$ cat config.mk
export PLATFORM = sky130hd
export DESIGN_NAME = instmem_loader_flat
export DESIGN_NICKNAME = d
export VERILOG_FILES = /design/src/rtl/instmem_loader_if.sv /design/src/rtl/instmem_loader.sv /design/src/flat_wrapper.sv
export SDC_FILE = /design/constraint.sdc
export NUM_CORES = 1
export LEC_CHECK = 0
export CAP_MARGIN = 20
export CORE_MARGIN = 10
export CORE_UTILIZATION = 50
export DETAILED_ROUTE_END_ITERATION = 8
export PLACE_DENSITY = 0.88
export SLEW_MARGIN = 20
export SYNTH_ARGS = -nofsm -noshare
export SYNTH_HDL_FRONTEND = slang
export SYNTH_SLANG_ARGS = --single-unit
$ cat constraint.sdc
create_clock -name clk -period 3.4 [get_ports clk]
set_clock_uncertainty 0.15 [all_clocks]
set_input_delay 0.68 -clock clk [delete_from_list [all_inputs] [get_ports clk]]
set_output_delay 0.68 -clock clk [all_outputs]
set_load 0.02 [all_outputs]
$ cat src/rtl/instmem_loader_if.sv
// Control and byte-stream/write-port bundle for the instruction memory loader.
// slave = loader side, master = host/stream/memory side.
interface instmem_loader_if;
  logic        start;
  logic        sel_isr;
  logic [11:0] length;
  logic        abort;
  logic        in_valid;
  logic [7:0]  in_data;
  logic        in_ready;
  logic        wr_en;
  logic        wr_sel_isr;
  logic [10:0] wr_addr;
  logic [15:0] wr_data;
  logic        busy;
  logic        done;
  logic        err;
  logic [15:0] checksum;
  logic [2:0]  dbg_state;

  modport slave (
    input  start, sel_isr, length, abort, in_valid, in_data,
    output in_ready, wr_en, wr_sel_isr, wr_addr, wr_data,
    output busy, done, err, checksum, dbg_state
  );

  modport master (
    output start, sel_isr, length, abort, in_valid, in_data,
    input  in_ready, wr_en, wr_sel_isr, wr_addr, wr_data,
    input  busy, done, err, checksum, dbg_state
  );
endinterface

$ cat src/rtl/instmem_loader.sv
// Assembles a little-endian byte stream into halfwords and writes them into
// either the main instmem or the ISR ROM, with running checksum and abort.
module instmem_loader #(
  parameter int MEM_DEPTH = 2048,
  parameter int ISR_DEPTH = 2048
) (
  input  logic             clk,
  input  logic             nrst,
  instmem_loader_if.slave  bus
);

  typedef enum logic [2:0] {
    S_IDLE  = 3'd0,
    S_LO    = 3'd1,
    S_HI    = 3'd2,
    S_WRITE = 3'd3,
    S_FIN   = 3'd4
  } state_t;

  localparam logic [12:0] MEM_D = 13'(MEM_DEPTH);
  localparam logic [12:0] ISR_D = 13'(ISR_DEPTH);

  state_t      r_state;
  logic        r_sel;
  logic [11:0] r_len;
  logic [11:0] r_count;
  logic [10:0] r_addr;
  logic [15:0] r_data;
  logic [15:0] r_sum;
  logic        r_in_ready;
  logic        r_wr_en;
  logic        r_busy;
  logic        r_done;
  logic        r_err;

  logic [12:0] w_depth;
  logic        w_len_bad;
  logic        w_xfer;
  logic        w_last;

  assign w_depth   = bus.sel_isr ? ISR_D : MEM_D;
  assign w_len_bad = {1'b0, bus.length} > w_depth;
  // Stream handshake: a byte moves on a rising edge where in_valid and
  // in_ready are both high; in_ready is high only while waiting for LO/HI.
  assign w_xfer    = bus.in_valid & r_in_ready;
  assign w_last    = (r_count + 12'd1) == r_len;

  always_ff @(posedge clk or negedge nrst) begin
    if (!nrst) begin
      r_state    <= S_IDLE;
      r_sel      <= 1'b0;
      r_len      <= 12'd0;
      r_count    <= 12'd0;
      r_addr     <= 11'd0;
      r_data     <= 16'd0;
      r_sum      <= 16'd0;
      r_in_ready <= 1'b0;
      r_wr_en    <= 1'b0;
      r_busy     <= 1'b0;
      r_done     <= 1'b0;
      r_err      <= 1'b0;
    end else begin
      r_wr_en <= 1'b0;
      r_done  <= 1'b0;
      case (r_state)
        S_IDLE: begin
          if (bus.start) begin
            r_sel   <= bus.sel_isr;
            r_len   <= bus.length;
            r_sum   <= 16'd0;
            r_count <= 12'd0;
            r_addr  <= 11'd0;
            r_busy  <= 1'b1;
            if (bus.length == 12'd0) begin
              r_state <= S_FIN;
              r_err   <= 1'b0;
              r_done  <= 1'b1;
            end else if (w_len_bad) begin
              r_state <= S_FIN;
              r_err   <= 1'b1;
              r_done  <= 1'b1;
            end else begin
              r_state    <= S_LO;
              r_err      <= 1'b0;
              r_in_ready <= 1'b1;
            end
          end
        end
        S_LO: begin
          if (bus.abort) begin
            r_state    <= S_IDLE;
            r_err      <= 1'b1;
            r_in_ready <= 1'b0;
            r_busy     <= 1'b0;
          end else if (w_xfer) begin
            r_data[7:0] <= bus.in_data;
            r_state     <= S_HI;
          end
        end
        S_HI: begin
          if (bus.abort) begin
            r_state    <= S_IDLE;
            r_err      <= 1'b1;
            r_in_ready <= 1'b0;
            r_busy     <= 1'b0;
          end else if (w_xfer) begin
            r_data[15:8] <= bus.in_data;
            r_state      <= S_WRITE;
            r_in_ready   <= 1'b0;
            r_wr_en      <= 1'b1;
          end
        end
        S_WRITE: begin
          // The strobe is already out this cycle, so the write is accounted
          // for even when abort arrives here.
          r_sum   <= r_sum + r_data;
          r_count <= r_count + 12'd1;
          if (bus.abort) begin
            r_state <= S_IDLE;
            r_err   <= 1'b1;
            r_busy  <= 1'b0;
          end else if (w_last) begin
            r_state <= S_FIN;
            r_done  <= 1'b1;
          end else begin
            r_addr     <= r_addr + 11'd1;
            r_state    <= S_LO;
            r_in_ready <= 1'b1;
          end
        end
        S_FIN: begin
          r_state <= S_IDLE;
          r_busy  <= 1'b0;
        end
        default: begin
          r_state    <= S_IDLE;
          r_in_ready <= 1'b0;
          r_busy     <= 1'b0;
        end
      endcase
    end
  end

  assign bus.in_ready   = r_in_ready;
  assign bus.wr_en      = r_wr_en;
  assign bus.wr_sel_isr = r_sel;
  assign bus.wr_addr    = r_addr;
  assign bus.wr_data    = r_data;
  assign bus.busy       = r_busy;
  assign bus.done       = r_done;
  assign bus.err        = r_err;
  assign bus.checksum   = r_sum;
  assign bus.dbg_state  = r_state;

endmodule

$ cat src/flat_wrapper.sv
// flat-port wrapper written by rule: the top's interface ports become plain ports
module instmem_loader_flat 
#(
  parameter int MEM_DEPTH = 2048,
  parameter int ISR_DEPTH = 2048
)
  (clk, nrst, bus_start, bus_sel_isr, bus_length, bus_abort, bus_in_valid, bus_in_data, bus_in_ready, bus_wr_en, bus_wr_sel_isr, bus_wr_addr, bus_wr_data, bus_busy, bus_done, bus_err, bus_checksum, bus_dbg_state);
  instmem_loader_if bus_i ();
  input  logic clk;
  input  logic nrst;
  input wire logic [$bits(bus_i.start)-1:0] bus_start;
  input wire logic [$bits(bus_i.sel_isr)-1:0] bus_sel_isr;
  input wire logic [$bits(bus_i.length)-1:0] bus_length;
  input wire logic [$bits(bus_i.abort)-1:0] bus_abort;
  input wire logic [$bits(bus_i.in_valid)-1:0] bus_in_valid;
  input wire logic [$bits(bus_i.in_data)-1:0] bus_in_data;
  output wire logic [$bits(bus_i.in_ready)-1:0] bus_in_ready;
  output wire logic [$bits(bus_i.wr_en)-1:0] bus_wr_en;
  output wire logic [$bits(bus_i.wr_sel_isr)-1:0] bus_wr_sel_isr;
  output wire logic [$bits(bus_i.wr_addr)-1:0] bus_wr_addr;
  output wire logic [$bits(bus_i.wr_data)-1:0] bus_wr_data;
  output wire logic [$bits(bus_i.busy)-1:0] bus_busy;
  output wire logic [$bits(bus_i.done)-1:0] bus_done;
  output wire logic [$bits(bus_i.err)-1:0] bus_err;
  output wire logic [$bits(bus_i.checksum)-1:0] bus_checksum;
  output wire logic [$bits(bus_i.dbg_state)-1:0] bus_dbg_state;
  assign bus_i.start = bus_start;
  assign bus_i.sel_isr = bus_sel_isr;
  assign bus_i.length = bus_length;
  assign bus_i.abort = bus_abort;
  assign bus_i.in_valid = bus_in_valid;
  assign bus_i.in_data = bus_in_data;
  assign bus_in_ready = bus_i.in_ready;
  assign bus_wr_en = bus_i.wr_en;
  assign bus_wr_sel_isr = bus_i.wr_sel_isr;
  assign bus_wr_addr = bus_i.wr_addr;
  assign bus_wr_data = bus_i.wr_data;
  assign bus_busy = bus_i.busy;
  assign bus_done = bus_i.done;
  assign bus_err = bus_i.err;
  assign bus_checksum = bus_i.checksum;
  assign bus_dbg_state = bus_i.dbg_state;
  instmem_loader #(.MEM_DEPTH(MEM_DEPTH), .ISR_DEPTH(ISR_DEPTH)) u_core (.clk(clk), .nrst(nrst), .bus(bus_i));
endmodule
==> results of run 1 <==
[through the flow]
| stage | power [mW] | cells | cell area (um2) |
|---|---|---|---|
| 3_5_place_dp | 2.352 | 637 | 5181 |
| 5_1_grt | 3.215 | 653 | 5376 |
| 6_report | 3.042 | 653 | 5376 |
| 2_1_floorplan | 1.891 | 470 | 4337 |
| 3_3_place_gp | 2.304 | 637 | 5181 |
| 4_1_cts | 3.052 | 653 | 5376 |
[where the power goes]
group / internal, mW / switching [mW]
sequential: 1.07 / 0.197
clock: 0.362 / 0.336
combinational: 0.513 / 0.568
total: 1.94 / 1.10
[cells in the mapped netlist, types with 4 or more instances]
| library cell | instances | area [um2] |
|---|---|---|
| xnor2_1 | 13 | 113.9 |
| clkbuf_1 | 15 | 56.30 |
| ha_1 | 17 | 212.7 |
| nor3_1 | 6 | 30.03 |
| nor4b_1 | 4 | 35.03 |
| nand2_1 | 105 | 394.1 |
| nor3b_1 | 4 | 30.03 |
| a21o_1 | 4 | 30.03 |
| nand2b_1 | 4 | 25.02 |
| mux2i_1 | 10 | 100.1 |
| nand4_1 | 7 | 43.79 |
| xor2_1 | 15 | 131.4 |
| o21ai_0 | 40 | 200.2 |
| nand3_1 | 12 | 60.06 |
| or2_2 | 8 | 50.05 |
| nor4_1 | 7 | 43.79 |
| mux2_2 | 9 | 101.4 |
| o31ai_1 | 8 | 60.06 |
| dfrtp_1 | 76 | 1902 |
| nor2_1 | 23 | 86.33 |
| a21oi_1 | 23 | 115.1 |
[flip-flops by register name, summed over array words and instances, names as in the netlist]
name and count:
u_core.r_len 12, u_core.r_count 12, u_core.bus.wr_data 16, u_core.bus.checksum 16
u_core.bus.in_ready 1, u_core.bus.wr_addr 11, u_core.bus.dbg_state 3, u_core.bus.done 1
u_core.bus.wr_sel_isr 1, u_core.bus.wr_en 1, u_core.bus.err 1, u_core.bus.busy 1
[cell usage in the layout, fill, tap and decap left out, types with 4 or more instances in the layout]
cell,Yosys,final
clkbuf_8,0,10
nor3_1,6,6
nor3b_1,4,4
nand2_1,105,105
o21ai_0,40,40
dfrtp_1,76,76
or2_2,8,8
xor2_1,15,15
buf_4,2,6
ha_1,17,17
a21oi_1,23,23
a21o_1,4,4
nand3_1,12,12
nand2b_1,4,4
nor4_1,7,7
o31ai_1,8,8
mux2i_1,10,10
nand4_1,7,7
nor2_1,23,23
mux2_2,9,9
xnor2_1,13,13
clkdlybuf4s50_1,0,76
[kinds of logic after synthesis]
| group | synth area share |
|---|---|
| buf+inv | 0.02625 |
| fa+ha+maj | 0.05366 |
| flops | 0.4385 |
| simple gates | 0.2149 |
| mux | 0.04645 |
| compound gates | 0.1581 |
| xor+xnor | 0.06203 |
[per-layer routing]
metal	track usage	part of all wire	up-vias
met5	0	0	-
met4	0.07191	0.024	0
met3	0.04332	0.061	26
met2	0.2861	0.50	121
met1	0.2115	0.42	1874
li1	-	-	1828
[layout make-up]
type / instances / share of cell area
repair buffers: 82 / 0.1499
inverters: 4 / 0.002793
flip-flops and latches: 76 / 0.3537
clock inverters: 3 / 0.008611
well taps: 105 / 0.02444
clock buffers: 13 / 0.02769
multi-input cells: 370 / 0.4329
[worst max-delay path by stage]
| stage | end | cells after the start |
|---|---|---|
| floorplan | u_core.bus.checksum[14]$_DFFE_PN0P_ | 9 |
| global placement | u_core.bus.wr_addr[5]$_DFFE_PN0P_ | 5 |
| detailed placement | u_core.bus.wr_addr[10]$_DFFE_PN0P_ | 5 |
| CTS | u_core.bus.checksum[14]$_DFFE_PN0P_ | 9 |
| global route | u_core.bus.checksum[12]$_DFFE_PN0P_ | 9 |
| finish | u_core.bus.checksum[14]$_DFFE_PN0P_ | 9 |
[worst max-delay path, cell delays in order, from the launching register on]
cell and delay (ns):
dfrtp_1 0.41, ha_1 0.25, fa_1 0.42, a21o_1 0.18
a21oi_1 0.28, o21ai_0 0.17, a2111oi_0 0.57, o31ai_1 0.19
xnor2_1 0.16, o21ai_0 0.09
==> impl_metrics.env, run 1 <==
export IMPL_regArea_um2=1902
export IMPL_critPathRequiredTime_ns=3.46
export IMPL_syn_area_um2=4337
export IMPL_drtIter0Drc=208
export IMPL_rsz0062_at_grt="false"
export IMPL_cts_setup_buffers=0
export IMPL_end_kind="flip-flop"
export IMPL_syn_avg_cell_area_um2=9.227
export IMPL_ys_warn_count=0
export IMPL_p_leak_nw=2.361
export IMPL_grt_pass1_wl_mm=18.58
export IMPL_r2r_end="u_core.bus.checksum[14]$_DFFE_PN0P_"
export IMPL_pre_cts_slack_ns=0.4460
export IMPL_core_um2=8341
export IMPL_die_y_um=113.1
export IMPL_clockBufferDepth=2
export IMPL_rr_worst_depth=9
export IMPL_r2r_start="u_core.bus.checksum[0]$_DFFE_PN0P_"
export IMPL_slew_headroom=0.3608
export IMPL_antenna_left=0
export IMPL_worstSetupPathType="reg2reg"
export IMPL_routabilityCongestion=0.8844
export IMPL_via_count=3849
export IMPL_async_flop_share=1.000
export IMPL_ys_seq_area_frac=0.4385
export IMPL_grt_max_degree=77
export IMPL_hold_violations=0
export IMPL_drive_gt1_frac=0.07664
export IMPL_wl_per_cell_um=17.19
export IMPL_synth_edf_count=0
export IMPL_die_w_um=113.1
export IMPL_diodes=0
export IMPL_synth_ff_type="dfrtp_1"
export IMPL_r2r_slack_ns=0.41
export IMPL_final_nets=587
export IMPL_grt_overflow=0
export IMPL_crit_start="u_core.bus.checksum[0]$_DFFE_PN0P_"
export IMPL_path_max_fanout=3
export IMPL_setup_ws_ns=0.4115
export IMPL_max_freq_mhz=334.6
export IMPL_cts_repair_resized=0
export IMPL_clk_latency_ns=0.35
export IMPL_n_fill_cell=683
export IMPL_final_max_slew_viol_count=0
export IMPL_maxCapViolCount=0
export IMPL_power_per_cell_area_nw_per_um2=565.7
export IMPL_htree_levels=3
export IMPL_status="complete, no violations"
export IMPL_drc=0
export IMPL_yosys_cell_types_count=55
export IMPL_path_clk_slew_ns=0.08
export IMPL_syn_to_final_growth_pct=23.98
export IMPL_hold_class="in2async"
export IMPL_dr_pass1_iters=5
export IMPL_timing_hold_ws_ns=0.3193
export IMPL_multi_input_area_um2=2327
export IMPL_antenna_found_initial=0
export IMPL_io_pins=78
export IMPL_synth_fp_nets=514
export IMPL_num_rows=33
export IMPL_syn_inst=470
export IMPL_wirelength_mm=11.23
export IMPL_vdd_drop_max_mv=0.2685
export IMPL_postLayoutCoreUtil=0.6446
export IMPL_worst_pin_slew_ns=0.9588
export IMPL_period_share=0.8790
export IMPL_cts_hold_buffers_added=0
export IMPL_cts_tree="built"
export IMPL_ys_ff_latch=76
export IMPL_start_kind="flip-flop"
export IMPL_die_area_um2=12800
export IMPL_grt_pass1_vias=3775
export IMPL_clock_sinks=76
export IMPL_io_buffers=77
export IMPL_cts_root_buf="clkbuf_8"
export IMPL_critPathArrivalTime_ns=3.05
export IMPL_hpwl_mm=8.073
export IMPL_setup_viol=0
export IMPL_setup_tns_ns=0
export IMPL_routed_via_density=5.894
export IMPL_cts_buffers_inserted=9
export IMPL_grt_util_all_layers=0.1737
export IMPL_initial_core_util=0.5200
export IMPL_fin_crit_ns=2.989
Power figures use the tool's default switching activity.
==> inputs of run 2 (changes only) <==
--- a/config.mk
+++ b/config.mk
@@ -5,6 +5,7 @@
 export SDC_FILE = /design/constraint.sdc
 export NUM_CORES = 1
 export LEC_CHECK = 0
+export ABC_CLOCK_PERIOD_IN_PS = 2800
 export CAP_MARGIN = 20
 export CORE_MARGIN = 10
 export CORE_UTILIZATION = 50
==> constraint.sdc (replaced) <==
create_clock -name clk -period 2.8 [get_ports clk]
set_clock_uncertainty 0.15 [all_clocks]
set_input_delay 0.56 -clock clk [delete_from_list [all_inputs] [get_ports clk]]
set_output_delay 0.56 -clock clk [all_outputs]
set_load 0.02 [all_outputs]
==> run 2 against run 1 <==
Via count rose by 5.2%. Global-route usage up 0.76 points. Register-to-register slack worse by 0.32 ns. Critical path depth is 2 lower. Setup slack got worse by 0.32 ns. Total power increased by 21%. Largest cell class unchanged.
==> impl_metrics.env, run 2 (same netlist as run 1, synthesis figures left out) <==
export IMPL_htree_levels=3
export IMPL_final_cell_mix="nand2_1 (105), clkdlybuf4s50_1 (76), dfrtp_1 (76)"
export IMPL_period_share=0.9665
export IMPL_initial_core_util=0.5200
export IMPL_final_nets=602
export IMPL_io_buffers=77
export IMPL_drc=0
export IMPL_status="complete, no violations"
export IMPL_p_leak_nw=2.433
export IMPL_core_um2=8341
export IMPL_grt_util_all_layers=0.1813
export IMPL_hpwl_mm=8.699
export IMPL_routed_via_density=6.063
export IMPL_maxCapViolCount=0
export IMPL_io_pins=78
export IMPL_diodes=0
export IMPL_via_count=4050
export IMPL_clockBufferDepth=2
export IMPL_wirelength_mm=12.02
export IMPL_drtIter0Drc=276
export IMPL_grt_overflow=0
export IMPL_clk_latency_ns=0.37
export IMPL_cts_tree="built"
export IMPL_worst_pin_slew_ns=0.8998
export IMPL_path_max_fanout=8
export IMPL_die_w_um=113.1
export IMPL_cts_hold_buffers_added=0
export IMPL_hold_violations=0
export IMPL_fin_crit_ns=2.706
export IMPL_antenna_found_initial=0
export IMPL_cts_buffers_inserted=9
export IMPL_hold_class="in2async"
export IMPL_placed_area_um2=5279
export IMPL_die_y_um=113.1
export IMPL_start_kind="flip-flop"
export IMPL_worstSetupPathType="reg2reg"
export IMPL_num_rows=33
export IMPL_critPathArrivalTime_ns=2.84
export IMPL_end_kind="flip-flop"
export IMPL_setup_viol=0
export IMPL_routabilityCongestion=0.8915
export IMPL_cts_setup_buffers=0
export IMPL_slew_headroom=0.3979
export IMPL_final_max_slew_viol_count=0
export IMPL_wl_per_cell_um=17.99
export IMPL_die_area_um2=12800
export IMPL_max_freq_mhz=369.5
export IMPL_grt_pass1_wl_mm=19.30
export IMPL_grt_max_degree=46
export IMPL_setup_ws_ns=0.09377
export IMPL_mostFrequentLayoutCell="nand2_1"
export IMPL_cts_root_buf="clkbuf_8"
export IMPL_syn_to_final_growth_pct=27.01
export IMPL_postLayoutCellArea_um2=5508
export IMPL_critPathRequiredTime_ns=2.94
export IMPL_pre_cts_slack_ns=0.04305
export IMPL_drive_gt1_frac=0.1083
export IMPL_n_fill_cell=657
export IMPL_power_per_cell_area_nw_per_um2=670.3
export IMPL_dr_pass1_iters=4
export IMPL_grt_pass1_vias=3964
export IMPL_vdd_drop_max_mv=0.3413
export IMPL_path_clk_slew_ns=0.09
export IMPL_total_power_mw=3.692
export IMPL_antenna_left=0
export IMPL_clock_sinks=76
==> run 2: changes by cell type in the layout (fill, tap and decap cells not counted), sizes merged <==
cell | previous run | this run
buf | 6 | 19
clkinv | 2 | 5
clkbuf | 13 | 11
bufinv | 1 | 0
o2111a | 1 | 3
==> run 2: timing repair <==
| item | 4_1_cts | 5_1_grt |
|---|---|---|
| gates resized for setup | 1 | 8 |
| pin swaps | 0 | 4 |
| cloned | 0 | 2 |
| setup endpoints to repair | 1 | 14 |
==> run 2: final timing paths <==
kind	from	endpoint	slack (ns)	cells past startpoint
max reg2reg	u_core.r_count[4]$_DFFE_PN0P_	u_core.bus.wr_addr[6]$_DFFE_PN0P_	0.09	7
min reg2reg	u_core.bus.wr_sel_isr$_DFFE_PN0P_	u_core.bus.wr_sel_isr$_DFFE_PN0P_	0.34	2
min in group clk	u_core.bus.wr_sel_isr$_DFFE_PN0P_	u_core.bus.wr_sel_isr$_DFFE_PN0P_	0.34	2
max	u_core.r_count[4]$_DFFE_PN0P_	u_core.bus.wr_addr[6]$_DFFE_PN0P_	0.09	7
min	nrst	u_core.bus.wr_data[3]$_DFFE_PN0P_	0.03	1
max in group asynchronous	nrst	u_core.bus.checksum[15]$_DFFE_PN0P_	1.83	2
==> run 2: where the power goes <==
part	internal (mW)	leakage (nW)	switching, mW
sequential	1.29	1.01	0.233
clock	0.340	0.0889	0.420
combinational	0.647	1.33	0.757
==> run 2: cell type report <==
class	instances	area [um2]	share of cell area
Clock buffer	11	141.4	0.02567
Timing Repair Buffer	95	903.4	0.1640
Inverter	4	15.01	0.002726
Clock inverter	5	27.53	0.004998
Multi-Input combinational cell	372	2387	0.4334
Tap cell	105	131.4	0.02385
Sequential cell	76	1902	0.3453
==> run 2: per-layer routing <==
layer | routed length [um] | track usage
met2 | 6251 | 0.3176
met4 | 217 | 0.07530
met1 | 4805 | 0.2045
met5 | 0 | 0
met3 | 745 | 0.04596
==> run 2: metrics by stage <==
stage                     cells  hold slack (ns)  setup TNS [ns]  utilization
after detailed placement    650           0.3246               0       0.6329
final                       668          0.03397               0       0.6604
after global routing        668          0.09360        -0.04232       0.6604
after floorplan             470           0.1144               0            -
after CTS                   666          0.06342               0       0.6536
after global placement      650           0.3094               0       0.6329
==> run 2: critical path, stage by stage (launching register included) <==
cell,delay (ns)
dfrtp_1,0.48
nand4_1,0.22
nor3_4,0.33
mux2i_1,0.24
mux2i_1,0.16
o2111a_1,0.37
or4_1,0.54
a21oi_1,0.15
==> inputs of run 3 (changes only) <==
--- a/config.mk
+++ b/config.mk
@@ -10,7 +10,7 @@
 export CORE_MARGIN = 10
 export CORE_UTILIZATION = 50
 export DETAILED_ROUTE_END_ITERATION = 8
-export PLACE_DENSITY = 0.88
+export PLACE_DENSITY_LB_ADDON = 0.08
 export SLEW_MARGIN = 20
 export SYNTH_ARGS = -nofsm -noshare
 export SYNTH_HDL_FRONTEND = slang
==> run 3 against run 2 <==
Global-route usage is 0.48 points lower. Combinational power is 5% lower. Non-clock buffer count is 5 higher. Critical path depth is 2 higher. Largest power group unchanged. Sequential share of layout area is 0.70 points lower. Count of clock-buffer cells in the layout is 1 lower. Die area stayed put. Register-to-register slack better by 0.03 ns. Highest routed layer unchanged. Routed wire length is 7.4% lower. Clock power is 42% higher.
==> impl_metrics.env, run 3 (same netlist as run 1, synthesis figures left out) <==
export IMPL_setup_viol=0
export IMPL_cts_buffers_inserted=9
export IMPL_dr_pass1_iters=5
export IMPL_grt_max_degree=48
export IMPL_io_buffers=77
export IMPL_rsz0062_at_grt="true"
export IMPL_core_um2=8341
export IMPL_worstSetupPathType="reg2reg"
export IMPL_grt_util_all_layers=0.1765
export IMPL_mostFrequentLayoutCell="nand2_1"
export IMPL_final_max_slew_viol_count=0
export IMPL_min_path_cells=2
export IMPL_vdd_drop_max_mv=0.3902
export IMPL_num_rows=33
export IMPL_r2r_start="u_core.r_count[1]$_DFFE_PN0P_"
export IMPL_status="complete, no violations"
export IMPL_total_power_mw=3.924
export IMPL_path_max_fanout=11
export IMPL_grt_overflow=0
export IMPL_wirelength_mm=11.13
export IMPL_fin_cells=670
export IMPL_drc=0
export IMPL_start_kind="flip-flop"
export IMPL_n_fill_cell=690
export IMPL_max_freq_mhz=373.3
export IMPL_r2r_end="u_core.bus.wr_addr[4]$_DFFE_PN0P_"
export IMPL_cts_root_buf="clkbuf_8"
export IMPL_regArea_um2=1904
export IMPL_holdPathEnd="u_core.bus.wr_sel_isr$_DFFE_PN0P_"
export IMPL_fin_crit_ns=2.679
export IMPL_pre_cts_slack_ns=0.07832
export IMPL_critPathRequiredTime_ns=2.92
export IMPL_clk_latency_ns=0.35
export IMPL_maxCapViolCount=0
export IMPL_antenna_left=0
export IMPL_period_share=0.9568
export IMPL_worst_pin_slew_ns=0.8376
export IMPL_die_area_um2=12800
export IMPL_cts_tree="built"
export IMPL_path_clk_slew_ns=0.07
export IMPL_diodes=0
export IMPL_final_nets=605
export IMPL_grt_pass1_wl_mm=18.76
export IMPL_syn_to_final_growth_pct=29.80
export IMPL_grt_pass1_vias=3821
export IMPL_htree_levels=3
export IMPL_routed_via_density=5.606
export IMPL_end_kind="flip-flop"
export IMPL_p_leak_nw=2.491
export IMPL_critPathArrivalTime_ns=2.80
export IMPL_clock_sinks=76
export IMPL_r2r_slack_ns=0.12
export IMPL_hpwl_mm=8.255
export IMPL_io_pins=78
export IMPL_hold_violations=0
export IMPL_antenna_found_initial=0
export IMPL_rr_worst_depth=9
export IMPL_via_count=3756
export IMPL_setup_ws_ns=0.1209
export IMPL_die_y_um=113.1
export IMPL_multi_input_area_um2=2357
export IMPL_initial_core_util=0.5200
export IMPL_final_cell_mix="nand2_1 (105), clkdlybuf4s50_1 (76), dfrtp_1 (74)"
export IMPL_wl_per_cell_um=16.61
export IMPL_routabilityCongestion=0.8668
export IMPL_power_per_cell_area_nw_per_um2=697.1
export IMPL_place_inst=651
export IMPL_crit_start="u_core.r_count[1]$_DFFE_PN0P_"
export IMPL_die_w_um=113.1
export IMPL_drtIter0Drc=182
export IMPL_slew_headroom=0.4395
export IMPL_drive_gt1_frac=0.1186
export IMPL_min_delay_start="u_core.bus.wr_sel_isr$_DFFE_PN0P_"
export IMPL_hold_class="reg2reg"
export IMPL_timing_hold_ws_ns=0.3283
export IMPL_clockBufferDepth=2
==> run 3: worst max-delay path by stage <==
stage          depth (start not counted)  slack (ns)                                   to
5_1_grt                               10      -0.003  u_core.bus.checksum[14]$_DFFE_PN0P_
2_1_floorplan                          9        0.08  u_core.bus.checksum[14]$_DFFE_PN0P_
3_5_place_dp                           7        0.08      u_core.bus.in_ready$_DFFE_PN0P_
6_report                               9        0.12    u_core.bus.wr_addr[4]$_DFFE_PN0P_
3_3_place_gp                          10        0.15  u_core.bus.checksum[14]$_DFFE_PN0P_
4_1_cts                               10        0.10  u_core.bus.checksum[14]$_DFFE_PN0P_
==> run 3: routing by layer <==
layer,global-route usage,routed length [um],up-vias
li1,-,-,1864
met1,0.2265,5045,1804
met2,0.2819,5363,75
met3,0.04702,585,13
met4,0.05753,132,0
met5,0,0,-
==> run 3: critical path, cell delays in order, from the launching register on <==
cell and delay, ns:
dfrtp_1 0.44, ha_1 0.22, and4_4 0.19, a221o_1 0.34, o2111ai_2 0.18, nor4_2 0.08
o2111a_2 0.18, buf_12 0.15, or4_1 0.49, a21oi_2 0.18
==> run 3: metrics by stage <==
stage / TNS (ns) / util / area, um2
3_5_place_dp: 0 / 0.6368 / 5311
3_3_place_gp: 0 / 0.6368 / 5311
6_report: 0 / 0.6749 / 5629
5_1_grt: -0.005387 / 0.6749 / 5629
2_1_floorplan: 0 / - / 4337
4_1_cts: 0 / 0.6683 / 5574
==> run 3: layout make-up <==
class	instances	area share
multi-input cells	370	0.4188
flip-flops and latches	76	0.3383
repair buffers	100	0.1720
well taps	105	0.02334
clock buffers	10	0.02267
clock inverters	5	0.02223
inverters	4	0.002667
==> run 3: power breakdown <==
group | internal, mW | switching, mW
clock network | 0.676 | 0.401
registers | 1.29 | 0.226
logic | 0.638 | 0.688
total | 2.61 | 1.32
==> run 3: repair_timing <==
item / in CTS / in global routing
buffers inserted: 0 / 3
gates resized for setup: 0 / 10
hold buffers: 1 / 0
endpoints found under the setup margin: 0 / 10
endpoints found under the hold margin: 29 / 0
==> patch 1, RTL diff (settings of run 1) <==
Make the reset (`nrst`) synchronous in one clocked block.
--- a/src/rtl/instmem_loader.sv
+++ b/src/rtl/instmem_loader.sv
@@ -46,5 +46,5 @@
   assign w_last    = (r_count + 12'd1) == r_len;
 
-  always_ff @(posedge clk or negedge nrst) begin
+  always_ff @(posedge clk) begin
     if (!nrst) begin
       r_state    <= S_IDLE;
Function: differs if nrst is asserted again (counterexample within 4 cycles, from zero or initial values and one cycle with nrst low); with nrst held inactive, the same outputs for 4 cycles.
==> patch 1 against run 1 <==
Area after synthesis is 0.95% lower; global-route usage is 0.41 points higher; critical path depth stayed put; sequential share of layout area is 6.9 points lower; setup slack worse by 0.25 ns; count of clock-buffer cells in the layout is 4 lower; wire length is 2.9% higher; core utilization hardly changed; sequential cell count stayed put; final cell count is 4.7% higher; cell area is 0.54% lower; critical path type unchanged; critical endpoint is now u_core.bus.wr_addr[1]; largest cell class unchanged; highest routed layer unchanged.
Power is not compared: it rests on default switching activity, and its combinational part moved more than twofold at a synthesized area within 25%.
==> patch 1: results (changes against run 1) <==
Critical path
  • Critical path's top delay family: simple AND/OR/NAND/NOR gates (was compound AO/OA/AOI/OAI gates)
  • Critical Path AT: 3.33 ns (was 3.05 ns)
  • Critical-path top delay cell: or4_1 (was a2111oi_0)
  • Crit-path max FO: 16 (was 3)
  • CP peak stage delay: 0.51 ns (was 0.57 ns)

Synthesis
  • Mapped Avg Cell Area: 8.489 um^2 (was 9.227 um^2)
  • Async SR Flop Fraction: 0% (was 100.0%)
  • Largest cells by area after synthesis: dfxtp_1 (35%), nor2b_1 (5.5%), ha_1 (5.0%) (was dfrtp_1 (44%), nand2_1 (9.1%), ha_1 (4.9%))
  • Sequential element share of the synthesized area: 35.42% (was 43.85%)
  • Post-synth top cells: dfxtp_1 (76), nand2_1 (48), nor2b_1 (38), o21ai_0 (25), a21oi_1 (23) (was nand2_1 (105), dfrtp_1 (76), o21ai_0 (40), a21oi_1 (23), nor2_1 (23))
  • Syn_nets: 550 (was 514)
  • Post-synthesis cell type count: 54 (was 55)

Detailed routing
  • Met1 wire length: 4919 um (was 4661 um)
  • Routed len/inst: 16.88 um (was 17.19 um)
  • Met2 Wirelength: 5674 um (was 5598 um)
  • Overall routed net length: 11,550 um (was 11,230 um)
  • Initial DRT Pass Iterations: 4 (was 5)

Global routing
  • GRT Resource Usage Total: 17.78% (was 17.37%)
  • Pin count of the biggest net entering global routing: 28 (was 77)
  • First-pass GRT wire length: 19,150 um (was 18,580 um)

Final layout
  • Fraction of layout cells with a size suffix above 1: 6.390% (was 7.664%)
  • Layout Nets: 618 (was 587)
  • Fill count: 667 (was 683)

Worst hold path
  • Hold crit path type: flip-flop to flip-flop (was input pin to asynchronous set/reset pin)

Placement
  • # placed instances: 668 (was 637)
  • DP HPWL: 8535 um (was 8073 um)
  • RePlAce Congestion: 0.8567 (was 0.8844)

STA
  • Slew @ Worst Pin: 0.6563 ns (was 0.9588 ns)

Status
  • Status: finished clean (unchanged)
[patch 1: per-stage QoR]
| step | cell area [um^2] | power (mW) | setup WS, ns | util, % | hold WS (ns) |
|---|---|---|---|---|---|
| after global placement | 5130 | 1.145 | 0.3055 | 61.81 | 0.3102 |
| after CTS | 5345 | 1.891 | 0.1432 | 64.41 | 0.3346 |
| after detailed placement | 5130 | 1.152 | 0.1782 | 61.81 | 0.3240 |
| after floorplan | 4295 | 1.069 | 0.3700 | - | 0.2965 |
| final | 5348 | 1.887 | 0.1583 | 64.44 | 0.3265 |
| after global routing | 5348 | 1.955 | 0.01745 | 64.44 | 0.3569 |
[patch 1: path summary, 6_finish.rpt]
check / start / end / slack (ns)
setup / recovery: u_core.r_count[0] / u_core.bus.wr_addr[1] / 0.16
hold / removal: u_core.r_len[8] / u_core.r_len[8] / 0.33
setup reg to reg: u_core.r_count[0] / u_core.bus.wr_addr[1] / 0.16
hold reg to reg: u_core.r_len[8] / u_core.r_len[8] / 0.33
[patch 1: area by class of cell]
type / instances / share of cell area [%]
Timing Repair Buffer: 84 / 15.40
Inverter: 5 / 0.3510
Clock buffer: 9 / 2.316
Clock inverter: 7 / 1.708
Sequential cell: 76 / 28.45
Tap cell: 105 / 2.457
Multi-Input combinational cell: 398 / 49.32
[patch 1: metal layers]
| metal | global-route usage, % | vias to the layer above |
|---|---|---|
| li1 | - | 1962 |
| met1 | 21.26 | 1912 |
| met2 | 29.57 | 117 |
| met3 | 5.431 | 18 |
| met4 | 5.838 | 0 |
| met5 | 0 | - |
[patch 1: worst register-to-register path, delay by kind of cell (launching register included)]
family / cells / cell delay (ns)
and+or+nand+nor: 6 / 1.79
DFF: 1 / 0.47
adders and majority gates: 1 / 0.29
muxes: 1 / 0.23
AOI/OAI and AO/OA: 1 / 0.21
[patch 1: where the power goes]
group	internal, mW	switching (mW)
clock	0.410	0.345
combinational	0.0945	0.109
sequential	0.908	0.0205
[patch 1: cell families (layout without fill, tap and decap cells)]
family / Yosys count / after routing / synth area share (%)
and+or+nand+nor: 199 / 199 / 25.05
DFF: 76 / 76 / 35.42
xor gates and xnor gates: 32 / 32 / 6.525
buffers and inverters: 32 / 105 / 3.379
adders and majority gates: 18 / 18 / 5.418
muxes: 17 / 17 / 3.961
AOI/OAI and AO/OA: 132 / 132 / 20.24
==> patch 2, RTL diff (flow settings as in run 1) <==
Without the edit above. `MEM_DEPTH` is set to 2048 in 2 places; all go to 1024.
--- a/src/rtl/instmem_loader.sv
+++ b/src/rtl/instmem_loader.sv
@@ -2,5 +2,5 @@
 // either the main instmem or the ISR ROM, with running checksum and abort.
 module instmem_loader #(
-  parameter int MEM_DEPTH = 2048,
+  parameter int MEM_DEPTH = 1024,
   parameter int ISR_DEPTH = 2048
 ) (
--- a/src/flat_wrapper.sv
+++ b/src/flat_wrapper.sv
@@ -2,5 +2,5 @@
 module instmem_loader_flat 
 #(
-  parameter int MEM_DEPTH = 2048,
+  parameter int MEM_DEPTH = 1024,
   parameter int ISR_DEPTH = 2048
 )
Behaviour: not the same (Yosys sat finds a counterexample within 4 cycles, from zero or initial values and one cycle with nrst low).
==> patch 2 against run 1 <==
Worst hold slack better by 0.0056 ns; area after synthesis rose by 2.8%; cell area increased by 2.9%; clock power is 8.5% higher; die area up 2.3%; total power about the same; core utilization is 1.0 points lower; sequential cell count unchanged; final cell count increased by 2.8%; setup slack hardly changed; wire length is 3.4% higher; via count grew 3.0%; critical endpoint unchanged; largest power group unchanged.
==> patch 2: results (changes against run 1) <==
Status
  • Status: finished clean (unchanged)

Power
  • Worst-case vdd ir drop: 0.4113 mV (was 0.2685 mV)
  • P_leak: 2.500 nW (was 2.361 nW)

Placement
  • Placement Cell Area: 5316 um^2 (was 5181 um^2)
  • DP HPWL: 8478 um (was 8073 um)
  • Setup WS pre-CTS: 0.4888 ns (was 0.4460 ns)
  • RePlAce Congestion: 0.8719 (was 0.8844)
  • Input/output buffers: 77 (unchanged)
  • # placed instances: 655 (was 637)

STA
  • Setup_tns: 0 ns (unchanged)
  • Slew @ Worst Pin: 0.9669 ns (was 0.9588 ns)

Critical path
  • CP peak stage delay: 0.41 ns (was 0.57 ns)
  • Critical Path AT: 3.10 ns (was 3.05 ns)
  • Critical-path top delay cell: fa_1 (was a2111oi_0)
  • Critical path's top delay family: compound AO/OA/AOI/OAI gates (unchanged)
  • R2r worst-path depth: 9 (unchanged)
  • Crit-path max FO: 3 (unchanged)

Global routing
  • GR Util met1: 19.11% (was 21.15%)
  • Pin count of the biggest net entering global routing: 77 (unchanged)
  • GRT Resource Usage Total: 17.72% (was 17.37%)
  • Initial antenna violation count: 0 (unchanged)
  • Met3 GRT Util: 6.289% (was 4.332%)
  • Routing usage on met2: 31.29% (was 28.61%)
  • Number of global-route vias before repair: 3,946 (was 3,775)
  • First-pass GRT wire length: 19,110 um (was 18,580 um)

Final layout
  • Layout Nets: 604 (was 587)
  • Fraction of layout cells with a size suffix above 1: 7.460% (was 7.664%)
  • ANT cells: 0 (unchanged)

Detailed routing
  • Overall routed net length: 11,610 um (was 11,230 um)
  • Routed vias: 3,965 (was 3,849)
  • Routed len/inst: 17.30 um (was 17.19 um)
  • Initial DRT Pass Iterations: 5 (unchanged)
  • DR iter-0 viols: 274 (was 208)

Synthesis
  • Post-synth top cells: nand2_1 (96), dfrtp_1 (76), o21ai_0 (34), a21oi_1 (26), nor2_1 (25) (was nand2_1 (105), dfrtp_1 (76), o21ai_0 (40), a21oi_1 (23), nor2_1 (23))
  • Count leader, synth: nand2_1 (unchanged)
  • Syn_nets: 531 (was 514)
  • Syn Inst Count: 485 (was 470)
  • Largest cells by area after synthesis: dfrtp_1 (43%), nand2_1 (8.1%), ha_1 (5.3%) (was dfrtp_1 (44%), nand2_1 (9.1%), ha_1 (4.9%))
  • Sequential element share of the synthesized area: 42.66% (was 43.85%)
  • Post-synthesis cell type count: 59 (was 55)

Clock tree
  • CTS resizes: 0 (unchanged)
  • CTS clk-pin slew, worst paths: 0.08 ns (about the same)
patch 2: cell count changes in the layout (fill, tap and decap cells not counted), sizes merged, moves of 5 or more:
cell	before	now
and3	2	8
inv	3	9
nand2	105	96
nand2b	4	12
o21ai	40	35
or2	8	2
or3	0	5
xnor2	13	19
patch 2: path summary, 6_finish.rpt:
path                                              from                       to  slack, ns
worst max-delay path            u_core.bus.checksum[0]  u_core.bus.checksum[14]       0.41
worst min-delay path                              nrst          u_core.r_len[7]       0.32
worst max register to register  u_core.bus.checksum[0]  u_core.bus.checksum[14]       0.41
worst min register to register         u_core.r_len[2]          u_core.r_len[2]       0.35
max in group asynchronous                         nrst      u_core.bus.in_ready       2.15
min in group clk                       u_core.r_len[2]          u_core.r_len[2]       0.35
patch 2: power by group:
group | internal (mW) | total (mW) | switching, mW
clock network | 0.413 | 0.757 | 0.344
logic | 0.488 | 1.06 | 0.570
registers | 1.06 | 1.23 | 0.166
patch 2: layer usage:
| metal | vias up | share of wire (%) |
|---|---|---|
| li1 | 1876 | - |
| met1 | 1911 | 39 |
| met2 | 159 | 51 |
| met3 | 19 | 8.1 |
| met4 | 0 | 1.8 |
| met5 | - | 0 |
patch 2: cells by family (layout without fill, tap and decap cells):
kind of cell               after synthesis  in the layout  synth area share [%]
DFF                                     76             76                 42.66
and+or+nand+nor                        195            195                 21.11
muxes                                   22             22                 5.220
adders and majority gates               20             20                 5.782
AOI/OAI and AO/OA                      111            111                 16.47
buffers and inverters                   31            109                 2.862
xor gates and xnor gates                30             30                 5.894
patch 2: area by class of cell:
type                       count  area, um^2
clock buffer                  10       127.6
clock inverter                 6       88.84
fill                         666        3188
inverter                      10       37.54
multi-input combinational    378        2429
sequential                    76        1902
tap                          108       135.1
timing repair buffer          83       813.3
